===== config.mk =====
export PLATFORM = sky130hd
export DESIGN_NAME = cart_bank_ctrl_flat
export DESIGN_NICKNAME = d
export VERILOG_FILES = /design/src/rtl/cart_bank_ctrl_if.sv /design/src/rtl/cart_bank_ctrl.sv /design/src/flat_wrapper.sv
export SDC_FILE = /design/constraint.sdc
export NUM_CORES = 1
export LEC_CHECK = 0
export BUFFER_PORTS_ARGS = -buffer_cell sky130_fd_sc_hd__buf_2
export CAP_MARGIN = 10
export CORE_MARGIN = 5
export CORE_UTILIZATION = 40
export CTS_CLUSTER_SIZE = 12
export DETAILED_ROUTE_END_ITERATION = 16
export MAX_ROUTING_LAYER = met4
export PLACE_DENSITY = 0.69
export SLEW_MARGIN = 20
export SYNTH_ARGS = -nofsm -noshare
export SYNTH_HDL_FRONTEND = slang
export SYNTH_SLANG_ARGS = --single-unit

===== constraint.sdc =====
create_clock -name CLOCKBUS -period 4.8 [get_ports CLOCKBUS]
set_input_delay 0.24 -clock CLOCKBUS [delete_from_list [all_inputs] [get_ports CLOCKBUS]]
set_output_delay 0.24 -clock CLOCKBUS [all_outputs]
set_load 0.005 [all_outputs]

===== src/rtl/cart_bank_ctrl_if.sv =====
// Bus bundle between the 6507 bus controller and the cartridge bank controller.
// The master drives CPU address/data and ROM data; the slave drives cartridge outputs.
interface cart_bank_ctrl_if #(
  parameter int unsigned ROM_AW = 15
);
  logic [1:0]        CART_MODE;
  logic [12:0]       CPU_Addr;
  logic [7:0]        CPU_Dout;
  logic              CPU_R_W_n;
  logic [7:0]        ROM_Dout;
  logic              CART_CS;
  logic [ROM_AW-1:0] CART_Addr;
  logic [7:0]        CART_Dout;
  logic [2:0]        BANK;
  logic              BANK_HIT;

  modport master (
    output CART_MODE, CPU_Addr, CPU_Dout, CPU_R_W_n, ROM_Dout,
    input  CART_CS, CART_Addr, CART_Dout, BANK, BANK_HIT
  );

  modport slave (
    input  CART_MODE, CPU_Addr, CPU_Dout, CPU_R_W_n, ROM_Dout,
    output CART_CS, CART_Addr, CART_Dout, BANK, BANK_HIT
  );
endinterface


===== src/rtl/cart_bank_ctrl.sv =====
// Atari F8/F6/F4 cartridge bank-switching controller for the 6507 4K cartridge window.
// Optional 128-byte SuperChip RAM is compiled in when SUPERCHIP_EN is defined.
module cart_bank_ctrl #(
  parameter logic [2:0]  RESET_BANK = 3'd7,
  parameter int unsigned ROM_AW     = 15
) (
  input logic              CLOCKBUS,
  input logic              RES_n,
  cart_bank_ctrl_if.slave  bus
);

  localparam logic [0:0] StInit = 1'b0;
  localparam logic [0:0] StRun  = 1'b1;

  logic [0:0]  state_q, state_d;
  logic [2:0]  bank_q, bank_d;
  logic [12:0] prev_addr_q;
  logic        hit_q, hit_d;
  logic [1:0]  mode_q;

  logic [2:0]        bank_mask;
  logic [2:0]        bank_eff;
  logic [12:0]       hot_lo, hot_hi;
  logic              hot_match;
  logic              trigger;
  logic [2:0]        hot_bank;
  logic [ROM_AW-1:0] cart_addr;

  // Mode is captured only on the INIT->RUN edge and deliberately not reset.
  always_ff @(posedge CLOCKBUS) begin
    if (state_q == StInit) begin
      mode_q <= bus.CART_MODE;
    end
  end

  always_comb begin
    bank_mask = 3'b000;
    hot_lo    = 13'h0001;
    hot_hi    = 13'h0000;
    unique case (mode_q)
      2'b01: begin
        bank_mask = 3'b001;
        hot_lo    = 13'h1FF8;
        hot_hi    = 13'h1FF9;
      end
      2'b10: begin
        bank_mask = 3'b011;
        hot_lo    = 13'h1FF6;
        hot_hi    = 13'h1FF9;
      end
      2'b11: begin
        bank_mask = 3'b111;
        hot_lo    = 13'h1FF4;
        hot_hi    = 13'h1FFB;
      end
      default: ;
    endcase
    if (state_q == StInit) begin
      bank_mask = 3'b000;
    end
  end

  assign hot_match = (state_q == StRun) && (bus.CPU_Addr >= hot_lo) && (bus.CPU_Addr <= hot_hi);
  assign trigger   = hot_match && (bus.CPU_Addr != prev_addr_q);
  // Windows span at most 8 addresses, so the low three bits give the offset modulo 8.
  assign hot_bank  = bus.CPU_Addr[2:0] - hot_lo[2:0];

  always_comb begin
    state_d = StRun;
    bank_d  = bank_q;
    hit_d   = 1'b0;
    if (trigger) begin
      bank_d = hot_bank;
      hit_d  = 1'b1;
    end
  end

  always_ff @(posedge CLOCKBUS or negedge RES_n) begin
    if (!RES_n) begin
      state_q     <= StInit;
      bank_q      <= RESET_BANK;
      prev_addr_q <= 13'h0000;
      hit_q       <= 1'b0;
    end else begin
      state_q     <= state_d;
      bank_q      <= bank_d;
      prev_addr_q <= bus.CPU_Addr;
      hit_q       <= hit_d;
    end
  end

  assign bank_eff = bank_q & bank_mask;

  always_comb begin
    cart_addr       = '0;
    cart_addr[14:0] = {bank_eff, bus.CPU_Addr[11:0]};
  end

  assign bus.CART_CS   = bus.CPU_Addr[12];
  assign bus.CART_Addr = cart_addr;
  assign bus.BANK      = bank_eff;
  assign bus.BANK_HIT  = hit_q;

`ifdef SUPERCHIP_EN
  logic [7:0] ram_q [128];
  logic       ram_wr;
  logic       ram_rd;

  assign ram_wr = (bus.CPU_Addr[12:7] == 6'b100000) && !bus.CPU_R_W_n;
  assign ram_rd = (bus.CPU_Addr[12:7] == 6'b100001);

  always_ff @(posedge CLOCKBUS) begin
    if (ram_wr) begin
      ram_q[bus.CPU_Addr[6:0]] <= bus.CPU_Dout;
    end
  end

  assign bus.CART_Dout = ram_rd ? ram_q[bus.CPU_Addr[6:0]] : bus.ROM_Dout;
`else
  logic unused_bus_bits;
  assign unused_bus_bits = ^{bus.CPU_Dout, bus.CPU_R_W_n};
  assign bus.CART_Dout   = bus.ROM_Dout;
`endif

endmodule


===== src/flat_wrapper.sv =====
// flat-port wrapper written by rule: the top's interface ports become plain ports
module cart_bank_ctrl_flat 
#(
  parameter logic [2:0]  RESET_BANK = 3'd7,
  parameter int unsigned ROM_AW     = 15
)
  (CLOCKBUS, RES_n, bus_CART_MODE, bus_CPU_Addr, bus_CPU_Dout, bus_CPU_R_W_n, bus_ROM_Dout, bus_CART_CS, bus_CART_Addr, bus_CART_Dout, bus_BANK, bus_BANK_HIT);
  cart_bank_ctrl_if #(.ROM_AW(ROM_AW)) bus_i ();
  input logic CLOCKBUS;
  input logic RES_n;
  input wire logic [$bits(bus_i.CART_MODE)-1:0] bus_CART_MODE;
  input wire logic [$bits(bus_i.CPU_Addr)-1:0] bus_CPU_Addr;
  input wire logic [$bits(bus_i.CPU_Dout)-1:0] bus_CPU_Dout;
  input wire logic [$bits(bus_i.CPU_R_W_n)-1:0] bus_CPU_R_W_n;
  input wire logic [$bits(bus_i.ROM_Dout)-1:0] bus_ROM_Dout;
  output wire logic [$bits(bus_i.CART_CS)-1:0] bus_CART_CS;
  output wire logic [$bits(bus_i.CART_Addr)-1:0] bus_CART_Addr;
  output wire logic [$bits(bus_i.CART_Dout)-1:0] bus_CART_Dout;
  output wire logic [$bits(bus_i.BANK)-1:0] bus_BANK;
  output wire logic [$bits(bus_i.BANK_HIT)-1:0] bus_BANK_HIT;
  assign bus_i.CART_MODE = bus_CART_MODE;
  assign bus_i.CPU_Addr = bus_CPU_Addr;
  assign bus_i.CPU_Dout = bus_CPU_Dout;
  assign bus_i.CPU_R_W_n = bus_CPU_R_W_n;
  assign bus_i.ROM_Dout = bus_ROM_Dout;
  assign bus_CART_CS = bus_i.CART_CS;
  assign bus_CART_Addr = bus_i.CART_Addr;
  assign bus_CART_Dout = bus_i.CART_Dout;
  assign bus_BANK = bus_i.BANK;
  assign bus_BANK_HIT = bus_i.BANK_HIT;
  cart_bank_ctrl #(.RESET_BANK(RESET_BANK), .ROM_AW(ROM_AW)) u_core (.CLOCKBUS(CLOCKBUS), .RES_n(RES_n), .bus(bus_i));
endmodule

### Yosys cells after proc, flatten, opt, wreduce, memory -nomap -nowiden

Index checks and enable logic that the tools add are counted.

| operators by class | value |
|---|---|
| $add $sub $neg | 1 |
| multiply operators | 0 |
| divide/modulo/power cells | 0 |
| $lt $le $gt $ge | 2 |
| eq/ne operators | 4 |
| shift-type cells | 0 |
| muxes and demuxes | 5 |
| bitwise operators | 1 |
| reductions and logical operators | 4 |

Operator list:

| kind | count |
|---|---|
| 13-bit case mux with 3 select lines | 1 |
| 13-bit case mux with 2 select lines | 1 |
| 13-bit >= comparator | 1 |
| 13-bit <= comparator | 1 |
| 13-bit != test | 1 |
| 3-bit case mux with 3 select lines | 1 |
| 2-bit == test, second input constant | 2 |
| 3-bit bitwise AND | 1 |
| 1-bit logical AND | 3 |
| 3-bit two-way mux | 1 |
| 3-bit subtractor | 1 |
| 2-bit by 1-bit == test with 1-bit output, second input constant | 1 |
| 2-bit OR reduction | 1 |
| 1-bit two-way mux | 1 |

| storage, ports and cells | value |
|---|---|
| register bits after elaboration | 20 |
| bits in latches | 0 |
| memory bits (writable) | 0 |
| ROM bits | 0 |
| logic and storage cells | 22 |
| memories kept | 0 |

### Logic depth before layout (Yosys ltp)

Gate-level depths: netlist (run 1).

| logic depth | value |
|---|---|
| depth in word-level cells | 7 |
| gate-level depth with buffers | 9 |

### Least setup slack after synthesis (run 1)

No wires, ideal clock.

| timing path | value |
|---|---|
| path kind | register to register |
| start | register u_core.mode_q[0] |
| end | register u_core.bank_q[0] |
| setup time | 0.085 ns |
| data arrival time | 2.681 ns |
| data required time | 4.715 ns |
| setup slack | 2.034 ns |
| stages on the path, launching flop included | 10 |
| clock period less this slack | 2.766 ns |
| cell sequence | edfxtp_1 or2_2 inv_1 ha_1 a21o_1 nand3_2 a21oi_2 a2111o_1 a221oi_2 mux2_1 |

| between the ends | value |
|---|---|
| longest elaborated chain between the ends | 6 |
| elaborated cells between the ends (all ways) | 12 |
| classes of those cells | 1 x add/sub; 2 x order compare; 3 x eq/ne; 2 x mux; 4 x reduce/logical |

Ends and longest elaborated chain:

| item | RTL line | RTL |
|---|---|---|
| from (decl) | cart_bank_ctrl.sv:19 | `logic [1:0] mode_q;` |
| from (signal assigned) | cart_bank_ctrl.sv:32 | `mode_q <= bus.CART_MODE;` |
| 2-bit by 1-bit == test with 1-bit output or 2-bit == test (tied branches) | cart_bank_ctrl.sv:40 | `unique case (mode_q)` |
| 2-bit OR reduction (no line) or 13-bit case mux with 3 select lines (tied branches) | - |  |
| 13-bit case mux with 2 select lines or 13-bit >= comparator (tied branches) | cart_bank_ctrl.sv:40, cart_bank_ctrl.sv:63 |  |
| 13-bit <= comparator or 1-bit logical AND (tied branches) | cart_bank_ctrl.sv:63 | `assign hot_match = (state_q == StRun) && (bus.CPU_Addr >= hot_lo) && (bus.CPU_Addr <= hot_hi);` |
| 1-bit logical AND | cart_bank_ctrl.sv:63 |  |
| 1-bit logical AND | cart_bank_ctrl.sv:64 | `assign trigger = hot_match && (bus.CPU_Addr != prev_addr_q);` |
| to (signal assigned) | cart_bank_ctrl.sv:86 | `bank_q <= bank_d;` |
| to (decl) | cart_bank_ctrl.sv:16 | `logic [2:0] bank_q, bank_d;` |

Parallel ways exist; a longest one is shown, timed or not.
A chain may end at the register's enable or synchronous reset.

### Worst setup path in the final report (run 1)

| timing path | value |
|---|---|
| start | register u_core.mode_q[0] |
| end | register u_core.bank_q[1] |

Same word-level chain as after synthesis.

==> reports/results.ini, run 1 <==
[job]
max_cap_viol_count = 0

[finish]
layout.nets = 201
synthToLayoutAreaGrowth_pct = 6.620
diodes = 0
post-route-cell-area_sq_um = 1511
fin_cells = 195
drive_above_1_share = 0.3356

[global_routing]
track_usage = 0.1166
grt_pass1_wl_mm = 4.526
met2_usage = 0.1875
grt_max_degree = 19
overflow = 0
use_met1 = 0.1356
antenna_found_initial = 0
busiest_layer = met2
use_met3 = 0.04493
grt_pass1_vias = 1006

[sta]
rsz0062_at_grt = false
skew_ns = 0.001147
worst_slack_ns = 1.745
post-route-min-period_ns = 3.055
finalSetupTns_ns = 0
hold_violations = 0
period_share = 0.6365
slew_violations = 0
setup-violations-final = 0
max_freq_mhz = 327.3

[placement]
dp_hpwl_mm = 2.133
placed_cell_area_sq_um = 1475
place.gp.congestion = 0.9212
pre_cts_ws_ns = 1.722
dp_cells = 190
io_buffers = 36

[clock_network]
cts_tree = done
numCtsBuffers = 3
htree_levels = 1
post_cts_buffers = 0
clkTransAtPathRegs_ns = 0.11
clk_path_buf_depth = 2
clock_sinks = 20
cts_root_buf = clkbuf_4
clk_latency_ns = 0.30

[floorplan]
core_sq_um = 3390
boundaryPins = 62
dieHeight_um = 69.53
rows = 21
initial_utilization = 0.4182
dieArea_sq_um = 4834
die_x_um = 69.53

[logic_synthesis]
yosys_warnings = 0
synthCells = 132
synth_cell_types = 38
synth_area_leader_cell = dfrtp_1
synth-seq-cells = 20
netlist_area_sq_um = 1418
synth_area_per_cell_sq_um = 10.74
synth_top_area_frac = 0.2648
yosys-top-cells-area = dfrtp_1 26%, ha_1 14%, buf_4 13%
ys_seq_area_frac = 0.3628
synth_fp_nets = 183

[detailed_routing]
via_per_inst = 5.026
avgRoutedWirePerCell_um = 13.73
final_antenna_net_count = 0
routed_wl_mm = 2.678
drt-initial-drc-count = 31
first_pass_iters = 4
num_vias = 980
drc = 0

[critical_path]
slowest_delay_ns = 0.45
path_class = reg2reg
path_buf_inv = 1
path_cells = or2_2 > inv_1 > ha_1 > a21o_1 > nand3_2 > a21oi_2 > a2111o_1 > a221oi_2 > mux2_1
endpoint_kind = flip-flop
crit_slowest_cell = edfxtp_1
startpoint_type = flip-flop
cp.arrival_ns = 3.30
cp_max_fo = 13
path_delay_family = compound AO/OA/AOI/OAI gates
critPathRequiredTime_ns = 5.04

[power_and_ir_drop]
p_per_area_nw_per_um2 = 254.5
peakVddDrop_uv = 154.0
total_power_uw = 384.6
p_leak_uw = 0.0007204

[outcome]
status = finished, final reports clean

[hold_path]
min_path_type = in2reg

-- synth_stat cells --
library cell  number
dfrtp_1           15
a2111o_1           1
nand3_2            1
o41ai_1            1
a221o_1            1
a21o_1             1
o21a_1             1
fa_1               1
buf_4             24
or2b_2             1
nor2_1             1
nor3_1             2
a21oi_1            7
dfstp_2            3
o2111ai_1          1
and3_1             2
conb_1             1
inv_1              4
mux2_1             3
xor2_1             7
ha_1              16
nor4b_1            1
o21ai_0            2
a21oi_2            1
nand3_1            2
or2_2              1
nor2b_4            1
o22a_1             1
a221oi_2           1
a21boi_1           1
nor4_1             1
and4b_2            1
edfxtp_1           2
nand4_1            5
nand2_1            9
o311ai_2           1
nand2b_1           1
xnor2_1            7
-- worst paths after layout --
path	slack (ns)	from	cells after the start	end
worst max-delay path	1.74	u_core.mode_q[0]	9	u_core.bank_q[1]
worst min-delay path	0.09	bus_CPU_Addr[0]	1	u_core.prev_addr_q[0]
worst max register to register	1.74	u_core.mode_q[0]	9	u_core.bank_q[1]
worst min register to register	0.64	u_core.state_q	2	u_core.bus.BANK_HIT
max in group asynchronous	4.09	RES_n	2	u_core.bank_q[1]
min in group asynchronous	0.38	RES_n	2	u_core.prev_addr_q[9]
-- kinds of logic after synthesis --
logic type / share of synthesized area
compound gates: 0.1095
xor+xnor: 0.08650
fa+ha+maj: 0.1553
buf+inv: 0.1377
flops: 0.3628
mux: 0.02383
other cells: 0.002645
simple gates: 0.1218
-- per-layer routing --
| metal | up-vias | share of wire |
|---|---|---|
| li1 | 480 | - |
| met2 | 34 | 0.47 |
| met3 | 4 | 0.068 |
| met1 | 462 | 0.45 |
| met5 | - | 0 |
| met4 | 0 | 0.0090 |
-- final cells by class --
type | instances | area (sq um)
tap | 46 | 57.56
clock buffer | 4 | 26.28
multi-input combinational | 84 | 708.2
sequential | 20 | 514.2
timing repair buffer | 37 | 190.2
inverter | 4 | 15.01
fill | 341 | 1878
-- cell usage in the layout, fill, tap and decap left out, types with 2 or more instances in the layout --
| cell | count |
|---|---|
| dfstp_2 | 3 |
| xor2_1 | 7 |
| nand3_1 | 2 |
| buf_2 | 36 |
| mux2_1 | 3 |
| dfrtp_1 | 15 |
| inv_1 | 4 |
| ha_1 | 16 |
| nor3_1 | 2 |
| xnor2_1 | 7 |
| nand4_1 | 5 |
| clkbuf_4 | 3 |
| and3_1 | 2 |
| o21ai_0 | 2 |
| a21oi_1 | 7 |
| edfxtp_1 | 2 |
| nand2_1 | 9 |
-- what timing repair did --
action / 4_1_cts / 5_1_grt
hold buffers: 1 / 0
hold endpoints to repair: 15 / 0
endpoints found under the setup margin: 0 / 0
resized for setup: 0 / 0
-- state kept, by name, indices dropped and copies added, names as in the netlist --
register,flops
u_core.bank_q,3
u_core.bus.BANK_HIT,1
u_core.prev_addr_q,13
u_core.mode_q,2
u_core.state_q,1
-- metrics by stage --
stage                     utilization  hold WS, ns
after floorplan                     -     -0.05559
after global placement         0.4352       0.1904
after detailed placement       0.4352       0.2019
after CTS                      0.4459      0.08745
after global routing           0.4459      0.07337
final                          0.4459      0.09087
-- power by group --
part | switching (uW) | total (uW) | internal [uW]
clock network | 53.0 | 85.4 | 32.4
logic | 51.0 | 97.6 | 46.5
registers | 7.45 | 202 | 194
Power figures use the tool's default switching activity.
==> run 2, diff against run 1 <==
==> constraint.sdc (replaced) <==
create_clock -name CLOCKBUS -period 3 [get_ports CLOCKBUS]
set_input_delay 0.15 -clock CLOCKBUS [delete_from_list [all_inputs] [get_ports CLOCKBUS]]
set_output_delay 0.15 -clock CLOCKBUS [all_outputs]
set_load 0.005 [all_outputs]
==> run 2 against run 1 <==
Hold slack got worse by 0.075 ns; count of clock-buffer cells in the layout did not move; maximum frequency rose by 11%; via count did not move; clock skew rose by 0.00059 ns; combinational power rose by 67%; sequential share of layout area fell by 1.4 points; critical path depth rose by 1; non-clock buffer count rose by 7; first-iteration DRC count rose by 61%; clock power rose by 56%; largest cell class unchanged.
==> reports/results.ini, run 2 (synthesis gave the netlist of run 1 again) <==
[finish]
drive_above_1_share = 0.3526
layout.nets = 208
synthToLayoutAreaGrowth_pct = 11.12
largest_register_ffs = 13
multi_input_area_sq_um = 708.2
final_common_cell = buf_2
top_register = u_core.prev_addr_q
fillCellCount = 334
final-seq-area_sq_um = 514.2
top_regs = u_core.prev_addr_q (13), u_core.bank_q (3), u_core.mode_q (2)
fin_cells = 202
diodes = 0
final_cell_mix = 36 x buf_2, 16 x ha_1, 15 x dfrtp_1, 9 x nand2_1

[clock_network]
clk_latency_ns = 0.30
post_cts_buffers = 0
htree_levels = 1
cts_tree = done
clock_sinks = 20
numCtsBuffers = 3
cts_root_buf = clkbuf_4
clk_path_buf_depth = 2
clkTransAtPathRegs_ns = 0.11

[critical_path]
endpoint_kind = flip-flop
path_cells = or2_2 > clkinvlp_4 > ha_1 > nand4_1 > nor2_1 > a21boi_1 > a2111o_1 > a221oi_2 > buf_4 > mux2_1
critPathRequiredTime_ns = 3.24
cp_max_fo = 10
r2r.worst_path.cells = 10
cp.arrival_ns = 2.99
slowest_delay_ns = 0.39
crit_slowest_cell = edfxtp_1
path_class = reg2reg
startpoint_type = flip-flop

[floorplan]
die_x_um = 69.53
boundaryPins = 62
dieArea_sq_um = 4834
core_sq_um = 3390
initial_utilization = 0.4182
dieHeight_um = 69.53
rows = 21

[detailed_routing]
via_per_inst = 4.851
drc = 0
avgRoutedWirePerCell_um = 13.27
num_vias = 980
drt-initial-drc-count = 50
final_antenna_net_count = 0
first_pass_iters = 4
routed_wl_mm = 2.680

[sta]
max_freq_mhz = 363.9
post-route-min-period_ns = 2.748
period_share = 0.9160
rsz0062_at_grt = false
setup-violations-final = 0
slew_violations = 0
finalSetupTns_ns = 0
skew_ns = 0.001739
hold_violations = 0

[global_routing]
grt_pass1_vias = 994
grt_pass1_wl_mm = 4.560
grt_max_degree = 19
overflow = 0
track_usage = 0.1173
antenna_found_initial = 0

[power_and_ir_drop]
p_int_uw = 442.7
peakVddDrop_uv = 319.0
swShare = 0.2838
seq_power_share = 0.521
clkPwrFrac = 0.216
net-switching-power_uw = 175.4
p_comb_frac = 0.263
p_per_area_nw_per_um2 = 392.4
p_leak_uw = 0.0007453

[hold_path]
worst_hold_path.num_cells = 1
min_path_type = in2reg

[placement]
io_buffers = 36
dp_cells = 194
dp_hpwl_mm = 2.109
place.gp.congestion = 0.9052

[outcome]
status = finished, final reports clean

[job]
max_cap_viol_count = 0

-- run 2: changes by cell type in the layout (fill, tap and decap cells not counted), sizes merged --
cell	delta
buf	+4
clkinvlp	+1
dlygate4sd3	+3
inv	-1
-- run 2: metrics by stage --
step	hold slack (ns)	worst slack (ns)	util	power, uW	instance area, sq um
after global placement	0.1011	0.1792	0.4441	482.7	1505
final	0.01588	0.2519	0.4647	618.1	1575
after global routing	0.002575	0.1169	0.4647	661.5	1575
after CTS	0.004741	0.1236	0.4577	627.2	1551
after detailed placement	0.1059	0.1574	0.4441	488.7	1505
after floorplan	-0.1456	0.2340	-	445.9	1418
-- run 2: final cells by class --
class / count / share of cell area
Inverter: 4 / 0.01191
Sequential cell: 20 / 0.3264
Timing Repair Buffer: 44 / 0.1589
Multi-Input combinational cell: 84 / 0.4496
Tap cell: 46 / 0.03654
Clock buffer: 4 / 0.01668
-- run 2: worst paths after layout --
check	start	endpoint	slack (ns)
max	u_core.mode_q[0]	u_core.bank_q[1]	0.25
min	bus_CPU_Addr[12]	u_core.prev_addr_q[12]	0.02
max reg2reg	u_core.mode_q[0]	u_core.bank_q[1]	0.25
min reg2reg	u_core.bank_q[2]	u_core.bank_q[2]	0.65
max in group asynchronous	RES_n	u_core.bank_q[1]	2.38
min in group asynchronous	RES_n	u_core.prev_addr_q[9]	0.30
-- run 2: timing repair --
action	in CTS	in global routing
endpoints found under the hold margin	16	2
hold buffers	2	2
setup endpoints to repair	0	3
resized for setup	0	1
-- run 2: worst max-delay path, delay by kind of cell, from the launching register on --
family                   cells  cell delay (ns)
adder cells (fa/ha/maj)      1             0.30
multiplexers                 1             0.32
flip-flops                   1             0.39
AND/OR/NAND/NOR              3             0.60
buffers and inverters        2             0.36
AO/OA/AOI/OAI                3             0.71
-- run 2: per-layer routing --
metal  vias up  track usage  share of wire
met2        28       0.1917           0.48
met5         -            -              0
met1       456       0.1421           0.45
met4         0      0.01952         0.0049
li1        494            -              -
met3         2      0.04058          0.065
-- run 2: power by group through the flow --
stage / sequential, uW / combinational (uW) / clock, uW
finish: 322 / 163 / 133
global route: 325 / 185 / 151
CTS: 323 / 164 / 141
detailed placement: 328 / 161 / 0
global placement: 326 / 157 / 0
floorplan: 325 / 121 / 0
